File: src/rtl/fetch_stage_pkg.sv
// Shared RV32I fetch constants: reset PC, imem width, NOP, FSM states
// and the IF/ID bundle type.
package fetch_stage_pkg;

  localparam logic [31:0] RESET_PC_DEF = 32'h0000_0000;
  localparam int          IMEM_AW_DEF  = 10;
  localparam logic [31:0] NOP          = 32'h0000_0013;

  typedef enum logic [1:0] {
    S_IDLE = 2'd0,
    S_RUN  = 2'd1,
    S_HOLD = 2'd2
  } fetch_state_t;

  typedef struct packed {
    logic        valid;
    logic [31:0] pc;
    logic [31:0] instr;
  } if_id_t;

  localparam if_id_t IF_ID_RESET = '{
    valid: 1'b0,
    pc:    32'h0,
    instr: NOP
  };

endpackage

File: src/rtl/if_id_reg.sv
// IF/ID pipeline register: flush inserts a NOP bubble, hold freezes.
// Ports: clk, rst, hold, flush, d (next bundle), q (registered bundle).
module if_id_reg
  import fetch_stage_pkg::*;
(
  input  logic   clk,
  input  logic   rst,
  input  logic   hold,
  input  logic   flush,
  input  if_id_t d,
  output if_id_t q
);

  // Flush keeps the old pc; only valid and instr matter downstream.
  always_ff @(posedge clk) begin
    if (rst) begin
      q <= IF_ID_RESET;
    end else if (flush) begin
      q.valid <= 1'b0;
      q.instr <= NOP;
    end else if (!hold) begin
      q <= d;
    end
  end

endmodule

File: src/rtl/fetch_stage.sv
// RV32I fetch stage: PC register, IDLE/RUN/HOLD FSM, fetch counter.
// Ports: clk, rst, stall, redirect_*, imem_* handshake, if_id_* out.
module fetch_stage
  import fetch_stage_pkg::*;
#(
  parameter logic [31:0] RESET_PC = RESET_PC_DEF,
  parameter int          IMEM_AW  = IMEM_AW_DEF
) (
  input  logic               clk,
  input  logic               rst,
  input  logic               stall,
  input  logic               redirect_valid,
  input  logic [31:0]        redirect_pc,
  output logic [IMEM_AW-1:0] imem_addr,
  output logic               imem_req,
  input  logic [31:0]        imem_instr,
  input  logic               imem_valid,
  output logic               if_id_valid,
  output logic [31:0]        if_id_pc,
  output logic [31:0]        if_id_instr,
  output logic [31:0]        fetch_count
);

  fetch_state_t state;
  logic [31:0]  pc;
  logic [31:0]  cnt;
  logic         req;
  logic         busy;
  logic         flush;
  logic         hold;
  if_id_t       d;
  if_id_t       q;

  assign busy = (state != S_IDLE);

  // Redirect beats stall; a missing instruction becomes a bubble.
  assign flush = busy
               & (redirect_valid | (!stall & !imem_valid));
  assign hold  = !busy | stall;

  assign d = '{valid: 1'b1, pc: pc, instr: imem_instr};

  // HOLD with stall low advances like RUN on the same edge.
  always_ff @(posedge clk) begin
    if (rst) begin
      state <= S_IDLE;
      pc    <= RESET_PC;
      cnt   <= 32'h0;
      req   <= 1'b0;
    end else begin
      unique case (state)
        S_IDLE: begin
          state <= S_RUN;
          req   <= 1'b1;
        end
        default: begin
          if (redirect_valid) begin
            state <= S_RUN;
            pc    <= redirect_pc & ~32'h3;
          end else if (stall) begin
            state <= S_HOLD;
          end else begin
            state <= S_RUN;
            if (imem_valid) begin
              pc  <= pc + 32'd4;
              cnt <= cnt + 32'd1;
            end
          end
        end
      endcase
    end
  end

  if_id_reg u_if_id (
    .clk   (clk),
    .rst   (rst),
    .hold  (hold),
    .flush (flush),
    .d     (d),
    .q     (q)
  );

  assign imem_addr   = pc[IMEM_AW+1:2];
  assign imem_req    = req;
  assign if_id_valid = q.valid;
  assign if_id_pc    = q.pc;
  assign if_id_instr = q.instr;
  assign fetch_count = cnt;

endmodule

File: config.mk
export PLATFORM = sky130hd
export DESIGN_NAME = fetch_stage
export DESIGN_NICKNAME = d
export VERILOG_FILES = /design/src/rtl/fetch_stage_pkg.sv /design/src/rtl/if_id_reg.sv /design/src/rtl/fetch_stage.sv
export SDC_FILE = /design/constraint.sdc
export NUM_CORES = 1
export LEC_CHECK = 0
export ABC_CLOCK_PERIOD_IN_PS = 2600
export CAP_MARGIN = 20
export CELL_PAD_IN_SITES_DETAIL_PLACEMENT = 1
export CELL_PAD_IN_SITES_GLOBAL_PLACEMENT = 1
export CORE_ASPECT_RATIO = 1.25
export CORE_UTILIZATION = 41
export DETAILED_ROUTE_END_ITERATION = 8
export DONT_BUFFER_PORTS = 1
export PLACE_DENSITY = 0.88
export SYNTH_ARGS = -nofsm -noshare
export SYNTH_HDL_FRONTEND = slang
export SYNTH_SLANG_ARGS = --single-unit
File: constraint.sdc
create_clock -name clk -period 2.6 [get_ports clk]
set_clock_uncertainty 0.1 [all_clocks]
set_input_delay 0.26 -clock clk [delete_from_list [all_inputs] [get_ports clk]]
set_output_delay 0.26 -clock clk [all_outputs]
set_load 0.02 [all_outputs]
==> results of run 1 <==
## kinds of logic after synthesis
family                   synth area share [%]
AO/OA/AOI/OAI                            15.8
XOR/XNOR                                 4.14
adder cells (fa/ha/maj)                 0.438
buffers and inverters                    5.78
flip-flops                               44.8
multiplexers                            0.875
other                                  0.0656
AND/OR/NAND/NOR                          28.1
## sequential cells by signal, summed over array words and instances (netlist names)
| name | cells |
|---|---|
| fetch_count | 32 |
| pc | 30 |
| state | 2 |
| u_if_id.q | 63 |
| imem_req | 1 |
## cell type report
type,count,share of cell area (%)
Multi-Input combinational cell,535,40.5
Clock buffer,24,7.17
Inverter,14,0.751
Clock inverter,8,1.81
Sequential cell,128,36.6
Timing Repair Buffer,76,10.2
Tap cell,171,3.06
## power by group
group	internal [mW]	leakage, nW	total [mW]	switching (mW)
Clock	1.64	0.299	2.51	0.879
Combinational	0.148	1.05	0.377	0.229
Sequential	2.02	1.04	2.11	0.0915
## routing by layer
metal / GRT usage (%) / share of wire, %
met2: 49.0 / 53
met4: 13.4 / 3.1
met5: 0 / 0
met1: 28.8 / 38
met3: 7.39 / 6.0
## worst register-to-register path: stages, from the launching register on
cell and delay (ps):
dfxtp_1 340, ha_1 290, nand4_4 140, or4_4 580
or4_4 480, or4_1 420, nand3_1 100
## final timing paths
| check | from | end | depth (start not counted) |
|---|---|---|---|
| min | rst | pc[29]$_SDFFE_PP0P_ | 2 |
| max reg2reg | pc[2]$_SDFFE_PP0P_ | pc[22]$_SDFFE_PP0P_ | 6 |
| min reg2reg | pc[19]$_SDFFE_PP0P_ | u_if_id.q[51]$_SDFFE_PP0P_ | 2 |
| max | pc[2]$_SDFFE_PP0P_ | pc[22]$_SDFFE_PP0P_ | 6 |
## placed cells by master (no fill, tap or decap), types with 17 or more instances in the layout
cell type	netlist	routed
dlygate4sd3_1	0	48
nand3_1	36	36
o21ai_0	21	21
xnor2_1	22	22
buf_4	12	27
a21oi_1	79	79
nor2_1	54	54
nand2_1	166	166
clkbuf_16	0	17
nor3_1	26	26
dfxtp_1	128	128
## timing repair
item / 4_1_cts / 5_1_grt
resized for setup: 0 / 0
setup endpoints to repair: 0 / 1
setup buffers: 0 / 2
endpoints found under the hold margin: 123 / 0
hold buffers: 49 / 0
## through the flow
step / utilization (%) / instance area, um2 / setup slack, ps / total power, mW
2_1_floorplan: - / 5720 / 150 / 2.37
3_3_place_gp: 43.6 / 5850 / 212 / 2.40
3_5_place_dp: 43.6 / 5850 / 143 / 2.43
4_1_cts: 52.1 / 6990 / 108 / 5.03
5_1_grt: 52.2 / 7000 / 34.7 / 5.18
6_report: 52.2 / 7000 / 104 / 5.00
==> results.cfg, run 1 <==
[logic_synthesis]
syn_area_um2 = 5720
synth_edf_count = 0
synth_warnings = 0
synthTopCellsByCount = nand2_1, dfxtp_1, a21oi_1, nor2_1, clkbuf_1
synth_seq_area_share_pct = 44.8
synth_top_flop_cell = dfxtp_1
synth_most_common_cell = nand2_1
ys_top_cells_by_area = dfxtp_1, nand2_1, a21oi_1
post-synth-top-area-fraction_pct = 44.8
ys_async_sr_fraction_pct = 0
synth.distinct_cells = 57
synth_largest_area_cell = dfxtp_1
avgSynthCellArea_um2 = 7.77
syn_inst = 736
ys_seq_elements = 128

[power]
p_leak_nw = 2.39
p_per_area_nw_per_um2 = 715
irDropWorstVdd_uv = 438

[setup_path]
startpoint_type = register
crit_path_end_kind = register
path_cells = ha_1, nand4_4, or4_4, or4_4, or4_1, nand3_1
slowest_delay_ps = 580
critPathBufInv = 0
cp_common_cell = or4_4
crit_slowest_cell = or4_4
crit_fanout = 5
path_class = reg -> reg
cp_top_family = simple AND/OR/NAND/NOR gates
worstPathArrival_ps = 2750
required_ps = 2860
ff2ff_setup_slack_ps = 100

[clocking]
cts_tree = done
htree_levels = 4
clk_pin_slew_ps = 60
clock_sinks = 128
clock-root-buffer = clkbuf_16
cts_made_buffers = 17
cts_buffer_depth = 2
clkLatencyLatePin_ps = 420

[timing]
tightest_slew_ps = 694
fmax_mhz = 401
tns_ps = 0
finalSetupViolations = 0
slew_viol_final = 0
relSlewSlack_pct = 53.7
finalCriticalPeriod_ps = 2500
min_period_over_period_pct = 96.0
hold_ws_ps = 20.8
finalHoldViolCount = 0
rsz0062_at_grt = no

[place]
place_inst = 873
dpl.hpwl_mm = 12.5
portBuffers = 0
gp_congestion = 0.853

[floorplan]
rows = 47
dieArea_um2 = 14400
die_y_um = 134
die_w_um = 108
ios = 177
start_util_pct = 42.6
core_um2 = 13400

[final_layout]
fill_cells = 1613
fin_nets = 843
regArea_um2 = 2560
final_cells = 956
diodes = 0
syn2layout_area_growth_pct = 22.4
drive_gt1_share_pct = 8.66
multiInputGateArea_um2 = 2830

[job]
cap_violations = 0

[detailed_routing]
antenna_left = 0
vias = 5621
wl_per_cell_um = 20.2
drt_iter0_drc = 254
routed_wirelength_mm = 19.3
drt_first_pass_iters = 5
drc = 0
post_drt_via_cell_ratio = 5.88

[global_route]
globalRouteOverflowTotal = 0
grt_pass1_vias = 5901
grt_pass1_wl_mm = 30.4
track_usage_pct = 27.2
grt_antenna_before_repair = 0
grt_max_degree = 85

[min_path]
hold_class = in -> reg

[run_status]
status = complete, no violations
(Power assumes the default switching activity.)
==> run 2: changes to the inputs <==
- ABC_CLOCK_PERIOD_IN_PS: 2600 -> 2200
- CELL_PAD_IN_SITES_DETAIL_PLACEMENT: 1 -> default
- CELL_PAD_IN_SITES_GLOBAL_PLACEMENT: 1 -> default
- CORE_UTILIZATION: 41 -> 50
- PLACE_DENSITY: 0.88 -> 0.8
- RECOVER_POWER: default -> 50
- clock period: 2.6 -> 2.2 ns (I/O delays scaled with it)
==> results.cfg, run 2 (synthesis gave the netlist of run 1 again) <==
[run_status]
status = finished, violations left
violations = DRC

[detailed_routing]
wl_per_cell_um = 17.6
drt_first_pass_iters = 7
vias = 5679
antenna_left = 0
drt_iter0_drc = 364
routed_wirelength_mm = 16.7
drc = 18
post_drt_via_cell_ratio = 5.98

[global_route]
grt_max_degree = 88
grt_pass1_wl_mm = 26.0
grt_pass1_vias = 5382
grt_antenna_before_repair = 0
globalRouteOverflowTotal = 0
track_usage_pct = 27.6

[power]
switching_share_pct = 23.3
p_switching_mw = 1.37
internal_power_mw = 4.50
irDropWorstVdd_uv = 559
p_clk_share_pct = 49.8
p_per_area_nw_per_um2 = 818
power_mw = 5.88
seqPwrFrac_pct = 42.4
p_leak_nw = 2.46
pwr-share-comb_pct = 7.9

[setup_path]
worstReg2RegStart = pc[3]$_SDFFE_PP0P_
crit_fanout = 4
rr_endpoint = pc[22]$_SDFFE_PP0P_
worstPathArrival_ps = 2400
path_class = reg -> reg
crit_slowest_cell = or4_4
critPathBufInv = 0
crit_path_end_kind = register
cp_top_family = simple AND/OR/NAND/NOR gates
cp_common_cell = or4_4
ff2ff_setup_slack_ps = 40
ff2ff_path_depth = 6
slowest_delay_ps = 440
required_ps = 2450
path_cells = ha_4, nand4_4, or4_4, or4_4, or4_1, nand3_1
startpoint_type = register

[final_layout]
most-common-layout-cells = nand2_1, dfxtp_1, a21oi_1
syn2layout_area_growth_pct = 25.6
fill_cells = 917
fin_nets = 875
diodes = 0
drive_gt1_share_pct = 9.20
final_common_cell = nand2_1
largest-register = u_if_id.q
largest_register_ffs = 63

[floorplan]
ios = 177
dieArea_um2 = 11900
start_util_pct = 51.3
die_y_um = 122
core_um2 = 11100
die_w_um = 97.7
rows = 43

[clocking]
cts_tree = done
clk_pin_slew_ps = 60
cts_buffer_depth = 2
clock-root-buffer = clkbuf_16
htree_levels = 4
cts_made_buffers = 17
clock_sinks = 128
clkLatencyLatePin_ps = 410

[timing]
finalHoldViolCount = 0
finalSetupViolations = 0
hold_ws_ps = 17.7
finalCriticalPeriod_ps = 2160
rsz0062_at_grt = yes
min_period_over_period_pct = 98.0
tightest_slew_ps = 889
slew_viol_final = 0
relSlewSlack_pct = 40.5
fmax_mhz = 464

[place]
gp_congestion = 0.856
dpl.hpwl_mm = 10.5
portBuffers = 0

[min_path]
hold_end = pc[9]$_SDFFE_PP0P_
whs_path_depth = 4
hold_class = in -> reg
min_from = redirect_pc[9]

[job]
cap_violations = 0
[run 2: worst max-delay path by stage]
stage,from,endpoint,slack (ps),depth (start not counted)
after floorplan,pc[9]$_SDFFE_PP0P_,pc[22]$_SDFFE_PP0P_,20,5
after global placement,pc[3]$_SDFFE_PP0P_,pc[22]$_SDFFE_PP0P_,90,6
after detailed placement,pc[3]$_SDFFE_PP0P_,pc[18]$_SDFFE_PP0P_,70,8
after CTS,pc[3]$_SDFFE_PP0P_,pc[18]$_SDFFE_PP0P_,50,8
after global routing,pc[3]$_SDFFE_PP0P_,pc[18]$_SDFFE_PP0P_,-50,8
final,pc[3]$_SDFFE_PP0P_,pc[22]$_SDFFE_PP0P_,40,6
[run 2: tightest hold or removal path, delay by kind of cell]
kind | cells | cell delay, ps
AOI/OAI and AO/OA | 2 | 140
and+or+nand+nor | 2 | 130
[run 2: power groups by stage]
stage,combinational [mW],sequential (mW),clock (mW)
6_report,0.463,2.49,2.92
5_1_grt,0.500,2.49,3.07
4_1_cts,0.457,2.48,2.96
3_5_place_dp,0.329,2.53,0
3_3_place_gp,0.318,2.53,0
2_1_floorplan,0.276,2.53,0
[run 2: repair_timing]
action                                  CTS  global route
setup buffers                             0             0
hold buffers                             59             0
hold endpoints to repair                127             0
endpoints found under the setup margin    0             3
resized for setup                         0             3
[run 2: final cells by class]
class	count	area [um2]	share of cell area, %
clock inverters	9	129	1.79
multi-input cells	535	2860	39.9
flip-flops and latches	128	2570	35.8
repair buffers	108	907	12.6
clock buffers	21	492	6.85
well taps	135	169	2.35
inverters	14	52.6	0.732
[run 2: routing by layer]
metal | routed length, um | global-route usage, % | vias up | share of wire, %
met5 | 0 | 0 | - | 0
met2 | 8400 | 46.3 | 299 | 50
met3 | 1380 | 8.84 | 58 | 8.3
li1 | - | - | 2680 | -
met1 | 6320 | 31.3 | 2642 | 38
met4 | 595 | 15.2 | 0 | 3.6
[run 2: stage by stage]
step / TNS [ps] / util (%) / setup WS, ps / instances / cell area (um2)
after global routing: -87.6 / 64.5 / -50.6 / 950 / 7180
after global placement: 0 / 54.1 / 88.1 / 861 / 6020
after CTS: 0 / 65.1 / 51.6 / 950 / 7250
after floorplan: 0 / - / 22.9 / 737 / 5750
final: 0 / 64.5 / 43.1 / 950 / 7180
after detailed placement: 0 / 54.1 / 69.3 / 861 / 6020
